**config.mk**
```make
export PLATFORM = sky130hd
export DESIGN_NAME = line_batch_sequencer
export DESIGN_NICKNAME = d
export VERILOG_FILES = /design/src/rtl/line_seq_pkg.sv /design/src/rtl/seq_watchdog.sv /design/src/rtl/line_batch_sequencer.sv
export SDC_FILE = /design/constraint.sdc
export NUM_CORES = 1
export LEC_CHECK = 0
export ABC_AREA = 1
export CORE_ASPECT_RATIO = 0.8
export CORE_MARGIN = 10
export CORE_UTILIZATION = 51
export DETAILED_ROUTE_END_ITERATION = 10
export GPL_TIMING_DRIVEN = 0
export PLACE_DENSITY = 0.86
export RECOVER_POWER = 25
export SLEW_MARGIN = 20
export SYNTH_ARGS = -nofsm -noshare
export SYNTH_HDL_FRONTEND = slang
export SYNTH_SLANG_ARGS = --single-unit
```
**constraint.sdc**
```tcl
create_clock -name clk -period 2.6 [get_ports clk]
set_input_delay 0.65 -clock clk [delete_from_list [all_inputs] [get_ports clk]]
set_output_delay 0.65 -clock clk [all_outputs]
set_load 0.05 [all_outputs]
```
**src/rtl/line_seq_pkg.sv**
```systemverilog
// line_seq_pkg: shared widths, state encoding and markers for the line batch sequencer.
package line_seq_pkg;
   localparam int LINE_W_DEF  = 25;
   localparam int DEPTH_DEF   = 64;
   localparam int ADDR_W_DEF  = 6;
   localparam int TIMEOUT_DEF = 255;
   localparam int WD_W        = 16;
   localparam logic [LINE_W_DEF-1:0] LINE_EOF = '1;
   typedef enum logic [2:0] {
      S_IDLE, S_FETCH, S_WAIT, S_LAUNCH, S_RUN, S_STORE, S_FINISH
   } state_t;
endpackage

```
**src/rtl/seq_watchdog.sv**
```systemverilog
// seq_watchdog: per-line cycle counter; expired flags the last allowed RUN cycle.
module seq_watchdog import line_seq_pkg::*; #(
   parameter int TIMEOUT = TIMEOUT_DEF
) (
   input  logic clk,
   input  logic rst,
   input  logic clr,
   input  logic en,
   output logic expired
);
   logic [WD_W-1:0] cnt;
   always_ff @(posedge clk or negedge rst)
      if (!rst) cnt <= '0;
      else if (clr) cnt <= '0;
      else if (en) cnt <= cnt + 1'b1;
   // cnt holds completed RUN cycles, so this fires on RUN cycle number TIMEOUT
   assign expired = en && (cnt == WD_W'(TIMEOUT - 1));
endmodule

```
**src/rtl/line_batch_sequencer.sv**
```systemverilog
// line_batch_sequencer: feeds source RAM lines through the core with a start/done
// handshake and per-line watchdog, writing results (or an all-ones marker) in order.
module line_batch_sequencer import line_seq_pkg::*; #(
   parameter int LINE_W  = LINE_W_DEF,
   parameter int DEPTH   = DEPTH_DEF,
   parameter int ADDR_W  = ADDR_W_DEF,
   parameter int TIMEOUT = TIMEOUT_DEF
) (
   input  logic              clk,
   input  logic              rst,
   input  logic              go,
   input  logic [ADDR_W:0]   num_lines,
   output logic [ADDR_W-1:0] in_addr,
   input  logic [LINE_W-1:0] in_data,
   output logic              core_start,
   output logic [LINE_W-1:0] core_line,
   output logic [ADDR_W-1:0] core_count,
   input  logic              core_done,
   input  logic [LINE_W-1:0] core_result,
   output logic              out_we,
   output logic [ADDR_W-1:0] out_addr,
   output logic [LINE_W-1:0] out_data,
   output logic              busy,
   output logic              batch_done,
   output logic              timeout_err,
   output logic [ADDR_W:0]   err_count
);
   state_t state, state_d;
   logic [ADDR_W:0] n_q, idx, n_lim;
   logic [LINE_W-1:0] res_q;
   logic expired, accept;
   assign n_lim  = (num_lines > (ADDR_W+1)'(DEPTH)) ? (ADDR_W+1)'(DEPTH) : num_lines;
   assign accept = (state == S_IDLE) && go;
   seq_watchdog #(.TIMEOUT(TIMEOUT)) u_wd (
      .clk(clk), .rst(rst), .clr(state == S_LAUNCH), .en(state == S_RUN), .expired(expired)
   );
   always_comb begin
      state_d = state;
      case (state)
         S_IDLE:   if (go) state_d = (n_lim == '0) ? S_FINISH : S_FETCH;
         S_FETCH:  state_d = S_WAIT;
         S_WAIT:   state_d = S_LAUNCH;
         S_LAUNCH: state_d = S_RUN;
         S_RUN:    if (core_done || expired) state_d = S_STORE;
         S_STORE:  state_d = (idx == n_q - 1'b1) ? S_FINISH : S_FETCH;
         S_FINISH: state_d = S_IDLE;
         default:  state_d = S_IDLE;
      endcase
   end
   assign in_addr    = idx[ADDR_W-1:0];
   assign out_addr   = idx[ADDR_W-1:0];
   assign out_data   = res_q;
   assign out_we     = (state == S_STORE);
   assign core_start = (state == S_LAUNCH);
   assign busy       = (state != S_IDLE);
   assign batch_done = (state == S_FINISH);
   always_ff @(posedge clk or negedge rst)
      if (!rst) begin
         state       <= S_IDLE;
         n_q         <= '0;
         idx         <= '0;
         core_line   <= '0;
         core_count  <= '0;
         res_q       <= '0;
         timeout_err <= 1'b0;
         err_count   <= '0;
      end else begin
         state <= state_d;
         if (accept) begin
            n_q         <= n_lim;
            idx         <= '0;
            timeout_err <= 1'b0;
            err_count   <= '0;
         end
         if (state == S_WAIT) begin
            core_line  <= in_data;
            core_count <= idx[ADDR_W-1:0];
         end
         // a result arriving on the expiry cycle still counts as healthy
         if (state == S_RUN) begin
            if (core_done) res_q <= core_result;
            else if (expired) begin
               res_q       <= '1;
               timeout_err <= 1'b1;
               err_count   <= err_count + 1'b1;
            end
         end
         if (state == S_STORE) idx <= idx + 1'b1;
      end
endmodule
```
==> summary.txt, run 1 <==
Critical path
  – WP data required: 1.95 ns
  – Reg2reg setup slack: 0.81 ns
  – Worst Path Max Fanout: 8
  – Critical path cell sequence: inv_1 -> nand2_1 -> nor2_2 -> dlygate4sd2_1
  – Setup crit start: state[1]
  – CP max stage cell: dlygate4sd2_1
  – Crit path DAT: 1.84 ns
  – Crit Path Class: register to output port
  – Worst r2r src: state[2]
  – RR Endpoint: core_count[3]
  – Reg2reg path depth: 5
  – Largest stage delay on the critical path: 0.59 ns
  – Startpoint types: register
  – Crit path capture type: output port

Clock network
  – CTS Hold Bufs: 0
  – H-Tree Depth: 3
  – Worst skew pair latency: 0.34 ns
  – CTS resizes: 4
  – CTS root buffer: clkbuf_16
  – Clock tree buffer depth: 2
  – CTS tree: yes
  – Clock-pin slew on the worst setup and hold paths: 0.07 ns
  – Post-CTS Setup Repair Bufs: 0
  – TritonCTS Buffers: 9
  – Sink Count: 97

Layout
  – Layout fillers: 686
  – Fin area: 0.006588 mm2
  – Nets: 818
  – Area Overhead vs Synth: 38.88%
  – Sequential Area: 0.002427 mm2
  – Multi-input gate area: 0.001911 mm2
  – Layout cells sized above 1: 0.07133
  – # diodes: 0
  – Utilization after layout: 0.7258
  – Final cell count without fillers: 872

Global route
  – GRT met3 Usage: 0.07349
  – Top Usage Layer GRT: met2
  – Number of global-route vias before repair: 4436
  – GRT Resource Usage Total: 0.1969
  – First-pass GRT wire length: 22290 um
  – Global route overflow: 0
  – GR Layer Usage met2: 0.3320
  – Antenna violations before repair: 0
  – Pin count of the biggest net entering global routing: 83
  – Met1 Usage GRT: 0.2373

Die
  – Boundary pin count: 141
  – Die Width: 127.8 um
  – Die Ht: 106.3 um
  – Die ar.: 0.01358 mm2
  – Starting Density: 0.5226
  – Core area: 0.009076 mm2
  – FP Rows: 31

Synth
  – Largest family of logic cells by synthesized area: simple AND/OR/NAND/NOR gates
  – Ranking of synthesized cells by area: dfrtp_1 51%, nand2_1 14%, nor2_1 6.5%
  – Synth cell types: 37
  – FF+latch count, synth: 97
  – Post-synth EDFFs: 0
  – Post-synthesis instance area: 0.004743 mm2
  – Post-synthesis sequential area ratio: 0.5117
  – Syn. warnings: 0
  – Post-synthesis adder-cell area fraction: 0.01319
  – Post-synth ARST share: 1.000
  – Top FF cell, synth: dfrtp_1
  – Multiplexer area fraction after synthesis: 0.002110
  – Simple-Gate Fraction of Synth Area: 0.3034
  – Synth Instances: 600
  – Yosys top cell by area: dfrtp_1
  – Post-synth top area share: 0.5117
  – Synth Area in Compound Gates: 0.06937
  – Synth Area in XOR/XNOR: 0.01477
  – Synthesized area per cell: 7.905 um2
  – Post-synth net total: 666

Routing
  – Drt wl/cell: 15.33 um
  – Routed wire length: 13370 um
  – DRC violation total after the first TritonRoute iteration: 385
  – Drt drc: 0
  – Antenna Nets Post-Route: 0
  – Via count: 4515
  – Drt pass-1 iters: 7
  – Vias/cell: 5.178

Timing
  – Setup TNS: 0 ns
  – Final hold viol count: 0
  – Fmax achieved: 0.4019 GHz
  – Slew Viols, Final: 0
  – Worst rel slew slack: 0.2612
  – Final Setup Violations: 0
  – Clock Skews: 0.007476 ns
  – Least-Margin Pin Slew: 1.108 ns
  – RSZ-0062 raised after global routing: false
  – Fin crit share: 0.9571
  – Setup ws final: 0.1116 ns
  – Clock period minus final worst setup slack: 2.488 ns

Run
  – Max-cap violations: 0

Place
  – Post-DP Area: 0.006317 mm2
  – Routability-driven placement congestion ratio: 0.8818
  – IO Port Bufs: 140
  – Setup slack after placement: 0.2042 ns
  – DP Cell Count: 856
  – Hpwl dp: 10250 um

Outcome
  – Status: finished clean

Power
  – Leak Pwr: 3.076 nW
  – Max VDD drop: 921.1 uV
  – PD cells: 1201 mW/mm2

Hold path
  – Hold Path Class: input pin to async pin
## layout make-up
type	count	area share
Clock inverter	7	0.01178
Multi-Input combinational cell	413	0.2900
Buffer	29	0.02678
Sequential cell	97	0.3685
Clock buffer	9	0.03419
Inverter	61	0.03476
Timing Repair Buffer	141	0.2122
Tap cell	115	0.02184
## cells in the final DEF (no fill, tap or decap), types with 4 or more instances in the layout
master             n
clkbuf_1          10
nor2_1            82
nand2_2            4
inv_1             58
buf_4             12
clkbuf_16          9
nand2_1          176
buf_2              5
nor3_1            31
clkdlybuf4s50_1  135
ha_1               5
xor2_1             7
o21ai_0           35
nand4_1            6
dlygate4sd2_1      4
dfrtp_1           97
a21oi_1           11
nand3_1           30
a31oi_1            4
## synthesized netlist by cell type (3+ instances only)
cell      count
nor2_2        3
dfrtp_1      97
a21oi_1      11
buf_2         5
inv_1        58
nand3_1      30
a31oi_1       4
nand4_1       6
o21ai_0      35
ha_1          5
nor2_1       82
nand2_1     176
nand2_2       4
buf_4        12
nor3_1       31
clkbuf_1      9
xor2_1        7
## worst max-delay path: cells and delay by family, from the launching register on
family	cells	cell delay [ns]
buffers and inverters	2	0.73
flip-flops	1	0.41
AND/OR/NAND/NOR	2	0.35
## sequential cells by signal, indices dropped and copies added (netlist names)
register,cells
core_line,25
out_data,25
u_wd.cnt,16
err_count,7
idx,7
n_q,7
core_count,6
state,3
timeout_err,1
## routing by layer
metal  wire length (um)  up-vias
met3               1211       22
met1               5450     2107
met2               6490      194
met5                  0        -
li1                   -     2192
met4                214        0
## stage by stage
stage	hold slack (ns)	power [W]
2_1_floorplan	0.3544	0.005114
3_3_place_gp	0.4522	0.006469
3_5_place_dp	0.4589	0.006609
4_1_cts	0.1197	0.007970
5_1_grt	0.4659	0.008378
6_report	0.3792	0.007911
## worst max-delay path by stage
stage / end / slack, ns / cells past startpoint
2_1_floorplan: batch_done / 0.33 / 3
3_3_place_gp: out_data[10] / -2.68 / 1
3_5_place_dp: out_we / 0.20 / 4
4_1_cts: out_we / 0.12 / 4
5_1_grt: out_we / 0.06 / 4
6_report: out_we / 0.11 / 4
## power by group
| group | internal (W) | switching, W | total [W] |
|---|---|---|---|
| Sequential | 0.00202 | 0.000336 | 0.00235 |
| Combinational | 0.00132 | 0.00289 | 0.00421 |
| Clock | 0.000756 | 0.000594 | 0.00135 |
| Total | 0.00409 | 0.00382 | 0.00791 |
## cells by family (layout without fill, tap and decap cells)
| logic type | count (synthesis) | after routing |
|---|---|---|
| AND/OR/NAND/NOR | 340 | 340 |
| adder cells (fa/ha/maj) | 5 | 5 |
| flip-flops | 97 | 97 |
| multiplexers | 1 | 1 |
| buffers and inverters | 90 | 247 |
| AO/OA/AOI/OAI | 59 | 59 |
| XOR/XNOR | 8 | 8 |
Note: power is estimated with default switching activity, not from simulation.
==> inputs of run 2 (changes only) <==
--- a/config.mk
+++ b/config.mk
@@ -10,7 +10,6 @@
 export CORE_MARGIN = 10
 export CORE_UTILIZATION = 51
 export DETAILED_ROUTE_END_ITERATION = 10
-export GPL_TIMING_DRIVEN = 0
 export PLACE_DENSITY = 0.86
 export RECOVER_POWER = 25
 export SLEW_MARGIN = 20
==> summary.txt, run 2 (synthesis gave the netlist of run 1 again) <==
Die
  – Die Width: 127.8 um
  – Core area: 0.009076 mm2
  – Die ar.: 0.01358 mm2
  – Boundary pin count: 141
  – Starting Density: 0.5226
  – FP Rows: 31
  – Die Ht: 106.3 um

Timing
  – Final hold viol count: 0
  – Clock Skews: 0.009810 ns
  – Clock period minus final worst setup slack: 2.316 ns
  – Slew Viols, Final: 36
  – Fin crit share: 0.8907
  – Setup TNS: 0 ns
  – Fmax achieved: 0.4318 GHz
  – Least-Margin Pin Slew: 2.000 ns
  – Worst rel slew slack: -0.3331
  – Final Setup Violations: 0
  – RSZ-0062 raised after global routing: false

Clock network
  – CTS root buffer: clkbuf_16
  – Post-CTS Setup Repair Bufs: 0
  – H-Tree Depth: 3
  – CTS resizes: 0
  – CTS Hold Bufs: 0
  – CTS tree: yes
  – Clock tree buffer depth: 2
  – Worst skew pair latency: 0.34 ns
  – TritonCTS Buffers: 9
  – Sink Count: 97
  – Clock-pin slew on the worst setup and hold paths: 0.07 ns

Critical path
  – WP data required: 1.95 ns
  – Startpoint types: register
  – CP top delay family: buffers and inverters
  – RR Endpoint: err_count[6]
  – CP max stage cell: clkdlybuf4s50_1
  – Largest stage delay on the critical path: 0.86 ns
  – Reg2reg setup slack: 0.66 ns
  – Crit Path Class: register to output port
  – Crit path DAT: 1.67 ns
  – Setup crit start: idx[3]
  – Reg2reg path depth: 8
  – Setup crit end: in_addr[3]
  – Crit path buffers/inverters: 1
  – Worst r2r src: state[0]
  – Crit path capture type: output port
  – Critical path cell sequence: clkdlybuf4s50_1
  – CP Depth: 1
  – Worst Path Max Fanout: 6

Global route
  – GRT Resource Usage Total: 0.1809
  – Global route overflow: 0
  – Antenna violations before repair: 0
  – First-pass GRT wire length: 20650 um
  – Number of global-route vias before repair: 4234
  – Pin count of the biggest net entering global routing: 39

Place
  – Hpwl dp: 9780 um
  – DP Cell Count: 835
  – IO Port Bufs: 140
  – Routability-driven placement congestion ratio: 0.8983

Outcome
  – Failing checks: capacitance limit, slew limit
  – Status: finished with violations

Layout
  – Final cell count without fillers: 851
  – Commonest non-fill, non-tap cell in the layout: nand2_1
  – Area Overhead vs Synth: 36.56%
  – Layout fillers: 672
  – Commonest non-fill, non-tap cells in the layout: 176 x nand2_1, 135 x clkdlybuf4s50_1, 97 x dfrtp_1
  – Layout cells sized above 1: 0.05842
  – # diodes: 0
  – Nets: 797

Routing
  – Vias/cell: 5.120
  – Via count: 4357
  – Drt drc: 0
  – Routed wire length: 12740 um
  – Antenna Nets Post-Route: 0
  – DRC violation total after the first TritonRoute iteration: 267
  – Drt pass-1 iters: 5
  – Drt wl/cell: 14.97 um

Power
  – P_sw: 0.003725 W
  – Sw Share: 0.4790
  – Max VDD drop: 862.5 uV
  – Internal power: 0.004052 W
  – Sequential power share: 0.302
  – Clock Power Share: 0.169
  – PD cells: 1201 mW/mm2
  – Gate power share: 0.529
  – Leak Pwr: 3.001 nW

Hold path
  – Min-delay src: core_line[12]
  – Hold Path Class: register to register

Run
  – Max-cap violations: 1
-- run 2: how the worst min path moves through the flow --
| stage | to | slack, ns | cells past startpoint |
|---|---|---|---|
| floorplan | core_count[0] | 0.35 | 0 |
| global placement | core_line[3] | 0.45 | 2 |
| detailed placement | core_line[1] | 0.46 | 2 |
| CTS | core_count[2] | 0.27 | 1 |
| global route | core_line[0] | 0.50 | 2 |
| finish | core_line[12] | 0.47 | 2 |
-- run 2: stage by stage --
step / worst slack, ns / cell area (um2) / power, W / utilization / hold WS [ns]
finish: 0.2842 / 6477 / 0.007777 / 0.7137 / 0.4740
global route: 0.1658 / 6477 / 0.008220 / 0.7137 / 0.4972
CTS: 0.01069 / 6479 / 0.007831 / 0.7138 / 0.2745
detailed placement: 0.3707 / 6182 / 0.006508 / 0.6811 / 0.4603
global placement: 0.4064 / 6182 / 0.006396 / 0.6811 / 0.4535
floorplan: 0.3313 / 4743 / 0.005114 / - / 0.3544
-- run 2: area by class of cell --
type,instances,area [um2],share of cell area
Timing Repair Buffer,149,1470,0.2270
Sequential cell,97,2427,0.3747
Multi-Input combinational cell,413,1911,0.2950
Clock inverter,5,63.81,0.009851
Inverter,61,229.0,0.03535
Clock buffer,11,232.7,0.03593
Tap cell,115,143.9,0.02221
-- run 2: power by group through the flow --
| stage | combinational (W) | sequential (W) | clock, W |
|---|---|---|---|
| 3_3_place_gp | 0.00406 | 0.00234 | 0 |
| 5_1_grt | 0.00440 | 0.00242 | 0.00140 |
| 4_1_cts | 0.00414 | 0.00235 | 0.00134 |
| 6_report | 0.00411 | 0.00235 | 0.00131 |
| 3_5_place_dp | 0.00413 | 0.00237 | 0 |
| 2_1_floorplan | 0.00137 | 0.00374 | 0 |
-- run 2: worst reg2reg max path, cell delays in order, from the launching register on --
cell and delay, ns:
dfrtp_1 0.45, nor2_2 0.17, nand2_2 0.27, inv_1 0.43, nand3_1 0.20, nand2_1 0.08, o21ai_0 0.08, nand2_1 0.06
o21ai_0 0.08
-- run 2: metal layers --
metal	wire, um	vias up	global-route usage	part of all wire
met5	0	-	0	0
met1	5341	2006	0.2207	0.42
met4	211	0	0.04655	0.017
met3	1181	19	0.06207	0.093
met2	6002	172	0.2999	0.47
li1	-	2160	-	-
==> inputs of run 3 (changes only) <==
==> constraint.sdc (replaced) <==
create_clock -name clk -period 2.8 [get_ports clk]
set_input_delay 0.7 -clock clk [delete_from_list [all_inputs] [get_ports clk]]
set_output_delay 0.7 -clock clk [all_outputs]
set_load 0.05 [all_outputs]
==> summary.txt, run 3 (synthesis gave the netlist of run 1 again) <==
Die
  – FP Rows: 31
  – Starting Density: 0.5226
  – Die Ht: 106.3 um
  – Core area: 0.009076 mm2
  – Die Width: 127.8 um
  – Boundary pin count: 141
  – Die ar.: 0.01358 mm2

Critical path
  – Setup crit end: busy
  – Startpoint types: register
  – Reg2reg setup slack: 0.91 ns
  – Reg2reg path depth: 8
  – Crit path DAT: 1.98 ns
  – Worst r2r src: state[0]
  – Setup crit start: state[0]
  – Crit path capture type: output port
  – Crit Path Class: register to output port
  – WP data required: 2.10 ns
  – RR Endpoint: idx[6]
  – Worst Path Max Fanout: 5

Global route
  – Antenna violations before repair: 1
  – Number of global-route vias before repair: 4342
  – First-pass GRT wire length: 21330 um
  – Pin count of the biggest net entering global routing: 43
  – Global route overflow: 0
  – GRT Resource Usage Total: 0.1862

Power
  – PD cells: 1116 mW/mm2
  – Total power: 0.007190 W
  – Leak Pwr: 2.978 nW
  – Max VDD drop: 737.0 uV

Clock network
  – Post-CTS Setup Repair Bufs: 0
  – CTS Hold Bufs: 0
  – CTS tree: yes
  – Sink Count: 97
  – TritonCTS Buffers: 9
  – Clock tree buffer depth: 2
  – H-Tree Depth: 3
  – Worst skew pair latency: 0.34 ns
  – Clock-pin slew on the worst setup and hold paths: 0.06 ns
  – CTS resizes: 0
  – CTS root buffer: clkbuf_16

Layout
  – Nets: 795
  – Commonest non-fill, non-tap cell in the layout: nand2_1
  – Layout fillers: 712
  – Area Overhead vs Synth: 35.82%
  – Layout cells sized above 1: 0.05586
  – Commonest non-fill, non-tap cells in the layout: 176 x nand2_1, 138 x clkdlybuf4s50_1, 97 x dfrtp_1

Place
  – Routability-driven placement congestion ratio: 0.8782
  – IO Port Bufs: 140
  – Hpwl dp: 9593 um

Timing
  – Worst rel slew slack: 0.2848
  – Final Setup Violations: 0
  – Least-Margin Pin Slew: 1.073 ns
  – Clock period minus final worst setup slack: 2.676 ns
  – Fin crit share: 0.9559
  – Final hold viol count: 0
  – Clock Skews: 0.008629 ns
  – Slew Viols, Final: 0
  – Setup TNS: 0 ns
  – RSZ-0062 raised after global routing: false
  – Fmax achieved: 0.3736 GHz
  – Worst-case hold slack: 0.4697 ns

Routing
  – Drt pass-1 iters: 6
  – Vias/cell: 5.167
  – Drt drc: 0
  – Routed wire length: 12790 um
  – Drt wl/cell: 15.04 um
  – Via count: 4392
  – DRC violation total after the first TritonRoute iteration: 377
  – Antenna Nets Post-Route: 0

Hold path
  – Hold Path Class: register to register
  – Hold path cells: 2

Outcome
  – Status: finished clean

Run
  – Max-cap violations: 0
## run 3: worst min-delay path by stage
stage                              from            end  slack, ns
after floorplan                     rst  core_count[0]       0.40
after global placement    core_line[24]  core_line[24]       0.45
after detailed placement   core_line[6]   core_line[6]       0.46
after CTS                           rst         idx[0]       0.22
after global routing       core_line[6]   core_line[6]       0.49
final                      core_line[6]   core_line[6]       0.47
## run 3: worst max-delay path: stages (launching register included)
cell	delay [ns]
dfrtp_1	0.45
nor2_2	0.17
inv_1	0.08
nor2_1	0.14
inv_1	0.09
clkdlybuf4s50_1	0.71
## run 3: area by class of cell
cell class                 count  area, um2  area share
multi-input combinational    413       1911      0.2966
sequential                    97       2427      0.3768
clock inverter                 6      50.05    0.007768
tap                          115      143.9     0.02233
antenna                        1      2.502   0.0003884
timing repair buffer         147       1440      0.2235
clock buffer                  10      239.0     0.03709
inverter                      61      229.0     0.03554
## run 3: power breakdown
| group | switching (W) | leakage [nW] | internal (W) |
|---|---|---|---|
| Combinational | 0.00264 | 1.62 | 0.00118 |
| Sequential | 0.000308 | 1.22 | 0.00187 |
| Clock | 0.000548 | 0.141 | 0.000639 |
## run 3: metrics by stage
stage	setup WS, ns	util	area, um2	instances
2_1_floorplan	0.4813	-	4743	600
3_3_place_gp	0.5605	0.6800	6172	833
3_5_place_dp	0.4786	0.6800	6172	833
4_1_cts	0.1104	0.7119	6461	849
5_1_grt	0.03222	0.7095	6440	849
6_report	0.1235	0.7098	6442	850
## run 3: routing by layer
layer / vias to the layer above / wire length, um / part of all wire / GRT usage
met5: - / 0 / 0 / 0
met4: 0 / 155 / 0.012 / 0.03210
met3: 13 / 1279 / 0.10 / 0.07547
met2: 154 / 6126 / 0.48 / 0.3039
met1: 2071 / 5224 / 0.41 / 0.2299
li1: 2154 / - / - / -
